==> config.mk <==
export PLATFORM = sky130hd
export DESIGN_NAME = osc_freq_meter
export DESIGN_NICKNAME = d
export VERILOG_FILES = /design/src/rtl/osc_freq_meter_pkg.sv /design/src/rtl/osc_edge_sync.sv /design/src/rtl/osc_freq_meter.sv
export SDC_FILE = /design/constraint.sdc
export NUM_CORES = 1
export LEC_CHECK = 0
export CAP_MARGIN = 20
export CORE_MARGIN = 1
export CORE_UTILIZATION = 42
export CTS_CLUSTER_DIAMETER = 30
export CTS_CLUSTER_SIZE = 14
export DETAILED_ROUTE_END_ITERATION = 6
export SETUP_SLACK_MARGIN = 0.02
export SYNTH_ARGS = -nofsm -noshare
export SYNTH_HDL_FRONTEND = slang
export SYNTH_HIERARCHICAL = 1
export SYNTH_SLANG_ARGS = --single-unit
==> constraint.sdc <==
create_clock -name clk -period 2.5 [get_ports clk]
set_input_delay 0.25 -clock clk [delete_from_list [all_inputs] [get_ports clk]]
set_output_delay 0.25 -clock clk [all_outputs]
set_load 0.01 [all_outputs]
==> src/rtl/osc_freq_meter_pkg.sv <==
// Shared types, default constants and helpers for the oscillator frequency meter.
package osc_freq_meter_pkg;

  typedef enum logic [1:0] {
    IDLE = 2'd0,
    GATE = 2'd1,
    DONE = 2'd2
  } state_e;

  localparam int DEF_GATE_CYCLES = 27000;
  localparam int DEF_CNT_W       = 16;
  localparam int DEF_SYNC_STAGES = 2;
  localparam int DEF_LO_LIMIT    = 1855;
  localparam int DEF_HI_LIMIT    = 2051;

  function automatic int clog2(input int value);
    int r;
    r = 0;
    while ((1 << r) < value) r++;
    return r;
  endfunction

endpackage

==> src/rtl/osc_edge_sync.sv <==
// Multi-flop synchroniser plus rising-edge detector for an asynchronous level.
module osc_edge_sync #(
  parameter int SYNC_STAGES = 2
) (
  input  logic clk,
  input  logic rst_n,
  input  logic raw,
  output logic rise
);

  logic [SYNC_STAGES-1:0] chain;
  logic                   hist;

  // Reset to ones so a level already high at reset exit is not seen as a rise.
  always_ff @(posedge clk) begin
    if (!rst_n) begin
      chain <= '1;
      hist  <= 1'b1;
    end else begin
      chain <= {chain[SYNC_STAGES-2:0], raw};
      hist  <= chain[SYNC_STAGES-1];
    end
  end

  assign rise = chain[SYNC_STAGES-1] & ~hist;

endmodule

==> src/rtl/osc_freq_meter.sv <==
// Counts synchronised oscillator rising edges over a fixed clk gate window and flags range/overflow.
module osc_freq_meter
  import osc_freq_meter_pkg::*;
#(
  parameter int GATE_CYCLES = DEF_GATE_CYCLES,
  parameter int CNT_W       = DEF_CNT_W,
  parameter int SYNC_STAGES = DEF_SYNC_STAGES,
  parameter int LO_LIMIT    = DEF_LO_LIMIT,
  parameter int HI_LIMIT    = DEF_HI_LIMIT
) (
  input  logic             clk,
  input  logic             rst_n,
  input  logic             osc_in,
  input  logic             start,
  input  logic             continuous,
  output logic             busy,
  output logic             done,
  output logic [CNT_W-1:0] count,
  output logic             in_range,
  output logic             overflow
);

  localparam int GATE_W = (clog2(GATE_CYCLES) < 1) ? 1 : clog2(GATE_CYCLES);
  localparam logic [GATE_W-1:0] GATE_LOAD = GATE_W'(GATE_CYCLES - 1);
  localparam logic [CNT_W-1:0]  CNT_MAX   = '1;
  localparam logic [CNT_W-1:0]  LO_C      = CNT_W'(LO_LIMIT);
  localparam logic [CNT_W-1:0]  HI_C      = CNT_W'(HI_LIMIT);

  localparam logic [1:0] ST_IDLE = IDLE;
  localparam logic [1:0] ST_GATE = GATE;
  localparam logic [1:0] ST_DONE = DONE;

  if (GATE_CYCLES < 1) begin : g_bad_gate
    $error("osc_freq_meter: GATE_CYCLES must be at least 1");
  end
  if (SYNC_STAGES < 2) begin : g_bad_sync
    $error("osc_freq_meter: SYNC_STAGES must be at least 2");
  end
  if (LO_LIMIT > HI_LIMIT) begin : g_bad_order
    $error("osc_freq_meter: LO_LIMIT exceeds HI_LIMIT");
  end
  if ((HI_LIMIT >> CNT_W) != 0) begin : g_bad_hi
    $error("osc_freq_meter: HI_LIMIT does not fit in CNT_W bits");
  end

  logic              rise;
  logic [1:0]        state;
  logic [GATE_W-1:0] gate_cnt;
  logic [CNT_W-1:0]  edge_cnt;
  logic [CNT_W-1:0]  edge_nxt;
  logic              ovf_int;
  logic              ovf_nxt;
  logic              arm;

  osc_edge_sync #(
    .SYNC_STAGES(SYNC_STAGES)
  ) u_sync (
    .clk   (clk),
    .rst_n (rst_n),
    .raw   (osc_in),
    .rise  (rise)
  );

  // Saturating edge count; the final-cycle value feeds the result directly.
  always_comb begin
    edge_nxt = edge_cnt;
    ovf_nxt  = ovf_int;
    if (rise) begin
      if (edge_cnt == CNT_MAX) begin
        ovf_nxt = 1'b1;
      end else begin
        edge_nxt = edge_cnt + 1'b1;
      end
    end
  end

  assign arm  = ((state == ST_IDLE) && start) || ((state == ST_DONE) && continuous);
  assign busy = (state == ST_GATE);
  assign done = (state == ST_DONE);

  always_ff @(posedge clk) begin
    if (!rst_n) begin
      state    <= ST_IDLE;
      gate_cnt <= '0;
      count    <= '0;
      in_range <= 1'b0;
      overflow <= 1'b0;
    end else begin
      case (state)
        ST_IDLE: begin
          if (arm) begin
            state    <= ST_GATE;
            gate_cnt <= GATE_LOAD;
          end
        end
        ST_GATE: begin
          gate_cnt <= gate_cnt - 1'b1;
          if (gate_cnt == '0) begin
            state    <= ST_DONE;
            count    <= edge_nxt;
            overflow <= ovf_nxt;
            in_range <= !ovf_nxt && (edge_nxt >= LO_C) && (edge_nxt <= HI_C);
          end
        end
        ST_DONE: begin
          if (arm) begin
            state    <= ST_GATE;
            gate_cnt <= GATE_LOAD;
          end else begin
            state <= ST_IDLE;
          end
        end
        default: state <= ST_IDLE;
      endcase
    end
  end

  // Edge counter is cleared on every arm, so it needs no reset of its own.
  always_ff @(posedge clk) begin
    if (arm) begin
      edge_cnt <= '0;
      ovf_int  <= 1'b0;
    end else if (state == ST_GATE) begin
      edge_cnt <= edge_nxt;
      ovf_int  <= ovf_nxt;
    end
  end

endmodule

Word level (Yosys, flattened, before mapping)
Cells that the tools add are included.
Widths: inputs -> output; s select.
{"block": "word_totals", "reg_bits": 55, "input_bits": 5, "output_inout_bits": 20}
{"block": "classes", "n_eq_ne": 6, "n_reduce_logical": 13, "muxes": 10, "bitwise_logic": 2, "n_lt_le_gt_ge": 2, "addsub": 2}
{"operator": "$mux 16", "n": 2}
{"operator": "$pmux 15 s2", "n": 1}
{"operator": "$add 16x1->16 const B", "n": 1}
{"operator": "$eq 16x16->1 const B", "n": 1}
{"operator": "$ge 16x11->1 const B", "n": 1}
{"operator": "$le 16x12->1 const B", "n": 1}
{"operator": "$logic_not 15->1", "n": 1}
{"operator": "$mux 15", "n": 1}
{"operator": "$sub 15x1->15 const B", "n": 1}
{"operator": "$pmux 2 s3", "n": 1}
{"operator": "$reduce_and 2->1", "n": 3}
{"operator": "$logic_and 1x1->1", "n": 4}
{"operator": "$mux 2", "n": 2}
{"operator": "$ne 2x1->1 const B", "n": 2}
{"operator": "$mux 1", "n": 3}
{"operator": "$eq 2x1->1 const B", "n": 1}
{"operator": "$eq 2x2->1 const B", "n": 1}
{"operator": "$logic_not 2->1", "n": 1}
{"operator": "$ne 2x2->1 const B", "n": 1}
{"operator": "$reduce_bool 2->1", "n": 1}
{"operator": "$reduce_or 2->1", "n": 1}
{"operator": "$and 1x1->1", "n": 1}
{"operator": "$logic_not 1->1", "n": 1}
{"operator": "$logic_or 1x1->1", "n": 1}
{"operator": "$not 1->1", "n": 1}

Longest topological paths before layout
Gate-level depths: netlist of the first run.
{"block": "depth", "depth_word": 6, "ltp_mapped": 10}

Cells and area by module
The synthesis of the first run kept the hierarchy.
{"module": "osc_freq_meter", "n_inst": 1, "seq_area_each_um2": 1041.0, "cells_per_inst": 320, "area_per_inst_um2": 2633.8}
{"module": "osc_edge_sync", "n_inst": 1, "seq_area_each_um2": 60.1, "cells_per_inst": 7, "area_per_inst_um2": 92.6}

Worst setup path before layout of the first run
No wires, ideal clock.
{"block": "synth_timing", "path_type": "reg-to-reg", "startpoint": "register gate_cnt[3]", "endpoint": "register count[1]", "stages_incl_launch_ff": 8, "t_arrival_ns": 2.346, "slack_ns": 0.038, "path_cell_list": "dfxtp_1 > or4_4 > or3_1 > or4_4 > or2_1 > buf_6 > a221o_1 > o211a_1"}
{"block": "synth_via", "elab_chain_cells": 2}
{"element": "start, declared", "line": "osc_freq_meter.sv:48", "text": "logic [GATE_W-1:0] gate_cnt;"}
{"element": "start signal, assigned", "line": "osc_freq_meter.sv:97", "text": "gate_cnt <= gate_cnt - 1'b1;"}
{"element": "$logic_not 15->1", "line": "osc_freq_meter.sv:98", "text": "if (gate_cnt == '0) begin"}
{"element": "$reduce_and 2->1 (no source line)"}
{"element": "end signal, assigned", "line": "osc_freq_meter.sv:100", "text": "count <= edge_nxt;"}
{"element": "end, declared", "line": "osc_freq_meter.sv:18", "text": "output logic [CNT_W-1:0] count,"}
Every way passes these cells.
A chain may end at the register's enable or synchronous reset.

Worst setup path after layout of the first run
{"block": "layout_timing", "startpoint": "register gate_cnt[3]", "endpoint": "register count[12]"}
Same word-level chain as after synthesis.

==> results.sh, run 1 <==
export IMPL_status="finished clean"
export IMPL_wl_met1_mm=3.25
export IMPL_clkPwrFrac=0.351
export IMPL_dr_wl_met3_um=321
export IMPL_grt_max_degree=25
export IMPL_hold_class="reg2reg"
export IMPL_grt_first_pass_wirelength_mm=10.1
export IMPL_fin_cells=441
export IMPL_reg2reg_slack_ns=0.04
export IMPL_totalWireLength_mm=6.19
export IMPL_end_kind="flip-flop"
export IMPL_r2r_cells=8
export IMPL_netlist_area_um2=2730
export IMPL_cts_made_buffers=5
export IMPL_ys_ff_latch=55
export IMPL_p_sw_w=0.000454
export IMPL_combPwrFrac=0.132
export IMPL_synth_most_common_cell="dfxtp_1"
export IMPL_cp_data_arrival_time_ns=2.67
export IMPL_fill_cells=583
export IMPL_via_per_inst=5.43
export IMPL_final_layout_size_suffix_gt1_frac=0.131
export IMPL_die_x_um=82.6
export IMPL_wl_met2_mm=2.55
export IMPL_num_nets_final=372
export IMPL_placed_cells=432
export IMPL_ys_warn_count=6
export IMPL_htreeDepth=2
export IMPL_whs_ns=0.416
export IMPL_core_area_um2=6100
export IMPL_total_power_w=0.00181
export IMPL_slew_headroom=0.606
export IMPL_cts_tree="built"
export IMPL_crit_path_max_fanout=16
export IMPL_diodes=0
export IMPL_ir_drop_v=0.000383
export IMPL_synthTopCellsByCount="55 x dfxtp_1, 47 x nand2_1, 23 x nor2_1, 22 x o21ai_0, 15 x clkbuf_1"
export IMPL_max_cap_violations=0
export IMPL_synthArstFlopShare=0
export IMPL_hold_viol=0
export IMPL_cp_required_ns=2.71
export IMPL_worstMarginPinSlew_ns=0.585
export IMPL_cts_root_buffer="clkbuf_8"
export IMPL_die_y_um=82.6
export IMPL_holdPathStages=1
export IMPL_antenna_found_initial=0
export IMPL_syn_inst=327
export IMPL_swShare=0.251
export IMPL_drtIter0Drc=128
export IMPL_fin_crit_ns=2.46
export IMPL_numPortBuffers=24
export IMPL_wl_per_cell_um=14.0
export IMPL_worstSetupStartpointType="flip-flop"
export IMPL_drtPass1Iterations=4
export IMPL_die_area_um2=6820
export IMPL_timing_fmax_mhz=407
export IMPL_drc_errors=0
export IMPL_rows=28
export IMPL_rsz0062_at_grt="yes"
export IMPL_final_setup_viol_count=0
export IMPL_grt_total_usage=0.196
export IMPL_synth_top_area_frac=0.404
export IMPL_synth_edf_count=0
export IMPL_syn_num_nets=334
export IMPL_finClkSkew_ns=0.00836
export IMPL_insertion_delay_ns=0.31
export IMPL_synth_ff_type="dfxtp_1"
export IMPL_vias=2394
export IMPL_post_route_period_util=0.982
export IMPL_grt_ovfl_total=0
export IMPL_min_from="u_sync/chain[0]"
export IMPL_io_pins=25
export IMPL_yosys_area_top_type="dfxtp_1"
export IMPL_path_class="reg2reg"
export IMPL_top_layer="met4"
export IMPL_cts_sinks=55
export IMPL_hold_end="u_sync/chain[1]"
export IMPL_worstReg2RegStart="gate_cnt[3]"
export IMPL_synth_cell_types=52
export IMPL_timing_rr_end="count[12]"
export IMPL_routabilityCongestion=0.894
export IMPL_ant_nets=0
export IMPL_start_util=0.447
export IMPL_slew_violations=0
export IMPL_cts_buffer_depth=2
export IMPL_synth_avg_cell_area_um2=8.34
export IMPL_power_share_sequential=0.516
export IMPL_leakage_nw=1.28
export IMPL_seq_area_frac_synth=0.404
export IMPL_clkTransAtPathRegs_ns=0.11
export IMPL_yosys_top_cells_area="dfxtp_1 40%, nand2_1 6.5%, xnor2_1 4.2%"
export IMPL_grt_pass1_vias=2108
export IMPL_p_int_w=0.00135
export IMPL_detailed_place_hpwl_mm=4.36
export IMPL_power_density_nw_per_um2=544
export IMPL_syn_to_final_growth_pct=21.7
## power groups by stage
stage          clock, W  combinational [W]  sequential (W)
4_1_cts        0.000657           0.000233        0.000932
3_5_place_dp          0           0.000232        0.000952
6_report       0.000634           0.000239        0.000932
3_3_place_gp          0           0.000231        0.000951
2_1_floorplan         0           0.000164        0.000950
5_1_grt        0.000687           0.000266        0.000936
## cell families after synthesis
| logic type | Yosys count | synth area share |
|---|---|---|
| AOI/OAI and AO/OA | 81 | 0.199 |
| xor gates and xnor gates | 19 | 0.0610 |
| adders and majority gates | 2 | 0.00918 |
| buffers and inverters | 27 | 0.0464 |
| DFF | 55 | 0.404 |
| muxes | 7 | 0.0266 |
| and+or+nand+nor | 136 | 0.254 |
## through the flow
| step | setup TNS, ns | instance area [um^2] | utilization | setup slack [ns] |
|---|---|---|---|---|
| final | 0 | 3320 | 0.544 | 0.0448 |
| after global routing | -0.0780 | 3320 | 0.544 | -0.0284 |
| after CTS | 0 | 3290 | 0.540 | 0.0301 |
| after detailed placement | 0 | 3170 | 0.520 | 0.0305 |
| after global placement | 0 | 3170 | 0.520 | 0.0676 |
| after floorplan | 0 | 2730 | - | 0.0379 |
## cell usage in the layout (no fill, tap or decap), drive strengths merged, types with 4 or more instances in the layout
cell	count
inv	8
xor2	6
o22ai	4
dfxtp	55
buf	27
nor4	5
nand3	12
clkdlybuf4s50	24
nand2b	7
mux2i	5
xnor2	13
nor2	23
a21boi	5
nor3	6
o211a	6
o21a	7
nand2	47
o31ai	5
a21oi	10
and3	4
clkbuf	6
and2	9
or3	4
o21ai	26
## final cells by class
| cell class | count | area (um^2) | area share |
|---|---|---|---|
| inverters | 7 | 26.3 | 0.00792 |
| well taps | 75 | 93.8 | 0.0283 |
| repair buffers | 51 | 455 | 0.137 |
| clock inverters | 2 | 38.8 | 0.0117 |
| multi-input cells | 245 | 1520 | 0.458 |
| clock buffers | 6 | 82.6 | 0.0249 |
| flip-flops and latches | 55 | 1100 | 0.332 |
## how the worst max path moves through the flow
stage                            from         to  slack, ns  cells after the start
after floorplan           gate_cnt[3]   count[1]       0.04                      7
after global placement    gate_cnt[3]   count[9]       0.07                      8
after detailed placement  gate_cnt[3]   count[9]       0.03                      8
after CTS                 gate_cnt[3]   count[9]       0.03                      8
after global routing      gate_cnt[3]   count[9]      -0.03                      8
final                     gate_cnt[3]  count[12]       0.04                      8
## timing repair
| action | in CTS | in global routing |
|---|---|---|
| setup buffers | 0 | 1 |
| resized for setup | 1 | 7 |
| endpoints found under the setup margin | 2 | 7 |
| hold buffers | 0 | 0 |
| gates cloned | 0 | 0 |
## critical path, stage by stage (launching register included)
cell	delay, ns
dfxtp_2	0.34
or4_4	0.54
or3_1	0.35
or4_4	0.43
or2_4	0.26
buf_12	0.15
nand2_2	0.07
o21ai_2	0.05
and2_1	0.16
## metal layers
| layer | up-vias | GRT usage |
|---|---|---|
| met4 | 0 | 0.0569 |
| met5 | - | 0 |
| met2 | 57 | 0.301 |
| met3 | 8 | 0.0330 |
| li1 | 1234 | - |
| met1 | 1095 | 0.281 |
## sequential cells by signal, indices dropped and copies added, names as in the netlist
name	flops
u_sync/chain	2
state	2
edge_cnt	16
u_sync/hist	1
overflow	1
gate_cnt	15
in_range	1
ovf_int	1
count	16
(Power assumes the default switching activity.)
==> inputs of run 2 (changes only) <==
- CORE_MARGIN: 1 -> not set
==> results of run 2 <==
Final layout, timing and power as in run 1 (identical DEF).
